[config.mk]
export PLATFORM = sky130hd
export DESIGN_NAME = ws2812b_ring_sequencer
export DESIGN_NICKNAME = d
export VERILOG_FILES = /design/src/rtl/ws2812b_pkg.sv /design/src/rtl/ring_pattern_gen.sv /design/src/rtl/ws2812b_ring_sequencer.sv
export SDC_FILE = /design/constraint.sdc
export NUM_CORES = 1
export LEC_CHECK = 0
export CAP_MARGIN = 40
export CORE_MARGIN = 1
export CORE_UTILIZATION = 52
export DETAILED_ROUTE_END_ITERATION = 10
export GPL_TIMING_DRIVEN = 0
export PLACE_DENSITY = 0.81
export REMOVE_ABC_BUFFERS = 1
export SYNTH_ARGS = -nofsm -noshare
export SYNTH_HDL_FRONTEND = slang
export SYNTH_SLANG_ARGS = --single-unit
[constraint.sdc]
create_clock -name clk -period 6.56 [get_ports clk]
set_input_delay 1.312 -clock clk [delete_from_list [all_inputs] [get_ports clk]]
set_output_delay 1.312 -clock clk [all_outputs]
set_load 0.02 [all_outputs]
[src/rtl/ws2812b_pkg.sv]
// Shared constants, state encoding and frame-length helper for the WS2812B
// controller/sequencer pair.
package ws2812b_pkg;

    localparam int BIT_CYCLES     = 61;
    localparam int T_RESET_CYCLES = 3250;

    typedef enum logic [1:0] {
        IDLE,
        LOAD,
        LATCH,
        WAIT
    } state_t;

    // Shortest frame that fits the load burst, the latch, the serial
    // transfer of every LED and the WS2812B reset gap.
    function automatic int min_frame_cycles(input int nb_leds);
        return nb_leds + 1 + 24 * nb_leds * BIT_CYCLES + T_RESET_CYCLES;
    endfunction

endpackage

[src/rtl/ring_pattern_gen.sv]
// Combinational comet pattern: full colour at the head, quarter colour on the
// LED trailing behind it, black elsewhere.
module ring_pattern_gen #(
    parameter int NB_LEDS = 12
) (
    input  logic [7:0] address,
    input  logic [7:0] position,
    input  logic       direction,
    input  logic [7:0] color_r,
    input  logic [7:0] color_g,
    input  logic [7:0] color_b,
    output logic [7:0] red,
    output logic [7:0] green,
    output logic [7:0] blue
);

    localparam logic [7:0] LED_LAST = 8'(NB_LEDS - 1);

    logic [7:0] tail;

    always_comb begin
        if (direction) begin
            tail = (position == LED_LAST) ? 8'd0 : position + 8'd1;
        end else begin
            tail = (position == 8'd0) ? LED_LAST : position - 8'd1;
        end

        red   = 8'd0;
        green = 8'd0;
        blue  = 8'd0;
        // Head test comes first so it wins when head and tail coincide.
        if (address == position) begin
            red   = color_r;
            green = color_g;
            blue  = color_b;
        end else if (address == tail) begin
            red   = color_r >> 2;
            green = color_g >> 2;
            blue  = color_b >> 2;
        end
    end

endmodule

[src/rtl/ws2812b_ring_sequencer.sv]
// Frame scheduler for a rotating comet on a WS2812B ring: loads every LED,
// latches once, then waits out the transfer and reset gap.
module ws2812b_ring_sequencer
    import ws2812b_pkg::*;
#(
    parameter int NB_LEDS      = 12,
    parameter int FRAME_CYCLES = 1_000_000,
    parameter int STEP_FRAMES  = 4
) (
    input  logic       clk,
    input  logic       reset,
    input  logic       enable,
    input  logic       direction,
    input  logic [7:0] color_r,
    input  logic [7:0] color_g,
    input  logic [7:0] color_b,
    output logic [7:0] red,
    output logic [7:0] green,
    output logic [7:0] blue,
    output logic [7:0] address,
    output logic       load,
    output logic       latch_n,
    output logic [7:0] position,
    output logic       busy,
    output logic       frame_done
);

    localparam logic [7:0]  LED_LAST  = 8'(NB_LEDS - 1);
    localparam logic [7:0]  STEP_LAST = 8'(STEP_FRAMES - 1);
    localparam logic [23:0] LOAD_LAST = 24'(NB_LEDS - 1);
    localparam logic [23:0] CYC_LAST  = 24'(FRAME_CYCLES - 1);
    localparam logic [23:0] CYC_PRE   = 24'(FRAME_CYCLES - 2);

    if (NB_LEDS < 1 || NB_LEDS > 255) begin : g_bad_nb_leds
        $error("NB_LEDS must be in 1..255");
    end
    if (STEP_FRAMES < 1 || STEP_FRAMES > 256) begin : g_bad_step
        $error("STEP_FRAMES must be in 1..256");
    end
    if (FRAME_CYCLES < min_frame_cycles(NB_LEDS) || FRAME_CYCLES > 2**24) begin : g_bad_frame
        $error("FRAME_CYCLES too short for NB_LEDS or exceeds the 24-bit counter");
    end

    state_t      state, state_n;
    logic [23:0] cnt, cnt_n;
    logic        guard;
    logic [7:0]  step_cnt, step_n, pos_n;
    logic        last_cycle, step_now, start;

    logic [7:0]  fr_r, fr_g, fr_b, fr_pos;
    logic        fr_dir;
    logic [7:0]  fr_r_n, fr_g_n, fr_b_n, fr_pos_n;
    logic        fr_dir_n;
    logic [7:0]  pat_r, pat_g, pat_b;

    assign last_cycle = (state == WAIT) && (cnt == CYC_LAST);
    // The guard WAIT after reset ends a frame that never loaded: no step.
    assign step_now   = last_cycle && !guard;

    always_comb begin
        state_n = state;
        cnt_n   = cnt + 24'd1;
        unique case (state)
            IDLE: begin
                cnt_n = cnt;
                if (enable) begin
                    state_n = LOAD;
                    cnt_n   = 24'd0;
                end
            end
            LOAD:  if (cnt == LOAD_LAST) state_n = LATCH;
            LATCH: state_n = WAIT;
            WAIT: begin
                if (last_cycle) begin
                    state_n = enable ? LOAD : IDLE;
                    cnt_n   = 24'd0;
                end
            end
            default: state_n = WAIT;
        endcase
    end

    always_comb begin
        step_n = step_cnt;
        pos_n  = position;
        if (step_now) begin
            if (step_cnt == STEP_LAST) begin
                step_n = 8'd0;
                if (fr_dir) begin
                    pos_n = (position == 8'd0) ? LED_LAST : position - 8'd1;
                end else begin
                    pos_n = (position == LED_LAST) ? 8'd0 : position + 8'd1;
                end
            end else begin
                step_n = step_cnt + 8'd1;
            end
        end
    end

    // Frame registers capture on entry to LOAD; position uses its stepped value.
    assign start    = (state_n == LOAD) && (state != LOAD);
    assign fr_r_n   = start ? color_r   : fr_r;
    assign fr_g_n   = start ? color_g   : fr_g;
    assign fr_b_n   = start ? color_b   : fr_b;
    assign fr_dir_n = start ? direction : fr_dir;
    assign fr_pos_n = start ? pos_n     : fr_pos;

    ring_pattern_gen #(
        .NB_LEDS (NB_LEDS)
    ) u_pattern (
        .address   (cnt_n[7:0]),
        .position  (fr_pos_n),
        .direction (fr_dir_n),
        .color_r   (fr_r_n),
        .color_g   (fr_g_n),
        .color_b   (fr_b_n),
        .red       (pat_r),
        .green     (pat_g),
        .blue      (pat_b)
    );

    always_ff @(posedge clk) begin
        fr_r   <= fr_r_n;
        fr_g   <= fr_g_n;
        fr_b   <= fr_b_n;
        fr_dir <= fr_dir_n;
        fr_pos <= fr_pos_n;
    end

    // Outputs are registered from next-state values so they line up with state.
    always_ff @(posedge clk or posedge reset) begin
        if (reset) begin
            state      <= WAIT;
            cnt        <= 24'd0;
            guard      <= 1'b1;
            step_cnt   <= 8'd0;
            position   <= 8'd0;
            load       <= 1'b0;
            latch_n    <= 1'b1;
            address    <= 8'd0;
            red        <= 8'd0;
            green      <= 8'd0;
            blue       <= 8'd0;
            busy       <= 1'b1;
            frame_done <= 1'b0;
        end else begin
            state      <= state_n;
            cnt        <= cnt_n;
            guard      <= guard && !last_cycle;
            step_cnt   <= step_n;
            position   <= pos_n;
            load       <= (state_n == LOAD);
            latch_n    <= (state_n != LATCH);
            address    <= (state_n == LOAD) ? cnt_n[7:0] : 8'd0;
            red        <= (state_n == LOAD) ? pat_r : 8'd0;
            green      <= (state_n == LOAD) ? pat_g : 8'd0;
            blue       <= (state_n == LOAD) ? pat_b : 8'd0;
            busy       <= (state_n != IDLE);
            frame_done <= (state == WAIT) && (cnt == CYC_PRE) && !guard;
        end
    end

endmodule

==> out/metrics.csv <==
metric,value,unit
first-pass GRT wire length,24200,um
Placer Congestion,0.859,
DR WL/cell,17.6,um
number of library cell types mapped by synthesis,88,
Initial Utilization,0.543,
HP Class,reg -> reg,
DRT Pass-1 Iters,5,
H-Tree Depth,3,
Die Area,11900,um^2
Max-slew headroom,0.425,
Clock Latency Late Sink,0.36,ns
# hold bufs at CTS,0,
gr ovfl total,0,
Switching Power,0.00105,W
max reg flops,24,
drt initial violations,562,
via/cell ratio,6.04,
hold slack final,0.465,ns
peak fanout along the critical path,18,
"commonest non-fill, non-tap cell in the layout",dfrtp_1,
unrepaired setup endpoints after global routing,false,
Pleak,3.29,nW
Comb pwr share,0.427,
Max Fclk,168,MHz
Post-DP HPWL,10600,um
Worst-Margin Slew,0.860,ns
Syn Area/Cell,9.54,um^2
sequential share of the synthesized area,0.442,
cell taking the most area after synthesis,dfrtp_1,
status,"complete, no violations",
CTS root buf,clkbuf_16,
Post-CTS Resized,0,
Peak VDD IR,0.294,mV
"top cells by area, synth","dfrtp_1, dfxtp_1, mux2i_1, nor2_1, inv_1",
synthesis-to-finish area growth,19.2,%
"Arr. time, crit path",6.21,ns
CORE AREA,11000,um^2
# diodes,0,
IO Pins,72,
share of layout cells above drive strength 1,0.0862,
fillers,900,
Die X,109,um
Switching Share,0.392,
Reg with most FFs,cnt,
Cells after Synth,627,
Max Cap Viol,0,
Worst Setup End Kind,flop,
Crit Path Class,in -> reg,
async set-or-reset flop fraction in the synthesized netlist,0.705,
Crit path required time,6.82,ns
CTS sink cnt,112,
routed via count,5047,
DRC viols,0,
total track usage,0.264,
main flop type after synthesis,dfrtp_1,
count of warnings emitted by yosys,0,
Design Power,0.00267,W
"commonest cells after routing, fill and taps aside","dfrtp_1, clkdlybuf4s50_1, nor2_1",
postcts setup bufs,0,
clock skew,0.0103,ns
drt total wl,14700,um
top cell type's share of synthesized area,0.309,
Clock transition at path regs,0.08,ns
Startpoint Class,primary input,
mapped cell area,5980,um^2
Yosys reg bits,112,
chip height,109,um
CTS tree,yes,
Detail Route Antenna Nets,0,
Fin Setup TNS,0,ns
ratio of final minimum period to clock period,0.906,
initial antenna violation count,0,
post-layout min period,5.94,ns
vias in the first global route,5095,
Final Hold Viols,0,
internal cell power,0.00162,W
CTS Buf Count,9,
final max-slew violation count,0,
PwrDens,374,nW/um^2
largest net degree at the start of global routing,55,
clock share of power,0.221,
Finish-stage setup viols,0,
Seq pwr share,0.352,
clock buffer depth,2,
fin nets,730,
"EDFF count, synth",0,
Port Buffers,71,
Rows,38,
routing by layer:
layer	GRT usage	wire [um]
met5	0	0
met1	0.320	6030
met4	0.0724	169
met3	0.0944	1210
met2	0.442	7320
path summary, 6_finish.rpt:
check,startpoint,endpoint,slack [ns],cells after the start
min reg2reg,fr_b[1],fr_b[1],0.46,2
max in group asynchronous,reset,guard,4.66,3
min in group asynchronous,reset,blue[1],1.27,2
min,fr_b[1],fr_b[1],0.46,2
max reg2reg,state[0],red[4],1.07,16
max,enable,red[4],0.62,16
logic make-up after synthesis:
logic type / synth area share
buffers and inverters: 0.0475
adder cells (fa/ha/maj): 0.0230
XOR/XNOR: 0.0541
flip-flops: 0.442
AND/OR/NAND/NOR: 0.217
multiplexers: 0.0558
AO/OA/AOI/OAI: 0.160
power groups by stage:
| stage | Clock [W] | Sequential (W) | Combinational (W) |
|---|---|---|---|
| after global placement | 0 | 0.000945 | 0.00110 |
| after global routing | 0.000624 | 0.000958 | 0.00124 |
| after detailed placement | 0 | 0.000952 | 0.00113 |
| after floorplan | 0 | 0.00102 | 0.000696 |
| final | 0.000590 | 0.000940 | 0.00114 |
| after CTS | 0.000597 | 0.000941 | 0.00114 |
critical path: stages:
cell,delay [ns]
clkdlybuf4s50_1,0.50
nor2b_1,0.41
o21ai_0,0.24
a32oi_1,0.35
a21o_2,0.32
nor2_8,0.10
mux2i_1,0.38
ha_1,0.37
nand4_1,0.20
o41ai_1,0.49
nor3b_1,0.12
a211oi_1,0.27
xnor2_1,0.13
nor4_2,0.34
nand3_2,0.40
o22ai_1,0.26
synth_stat cells, types with 3 or more instances:
cell / number
nand2b_1: 8
o31ai_1: 6
xor2_1: 16
dfstp_2: 5
a31oi_1: 4
buf_1: 3
nor3_1: 15
mux2i_1: 30
nor4_2: 4
or4_1: 4
a21o_1: 4
and2_1: 4
a21oi_1: 22
o21ai_1: 6
nor2_1: 51
dfrtp_1: 74
nor2b_1: 7
and4_1: 4
xnor2_1: 21
nor3b_1: 3
ha_1: 11
clkbuf_1: 10
o22ai_1: 20
inv_1: 49
o211ai_1: 5
nor4_1: 8
nand2_1: 41
dfxtp_1: 33
nand3_1: 25
buf_2: 5
and3_1: 12
or3_1: 8
nand4_1: 10
a211oi_1: 4
or2_2: 4
a41oi_1: 3
o21ai_0: 27
final cells by class:
class	count	area, um^2	area share
timing repair buffer	73	746	0.105
multi-input combinational	444	3060	0.428
inverter	51	194	0.0272
sequential	112	2640	0.371
tap	140	175	0.0245
clock inverter	7	95.1	0.0133
clock buffer	9	225	0.0316
per-stage QoR:
step	cells	setup WS, ns	instance area, um^2	utilization
floorplan	607	1.87	5890	-
global placement	818	0.462	6780	0.614
detailed placement	820	0.344	6820	0.618
CTS	836	0.673	7140	0.647
global route	836	0.283	7140	0.647
finish	836	0.615	7140	0.647
Power figures use the tool's default switching activity.
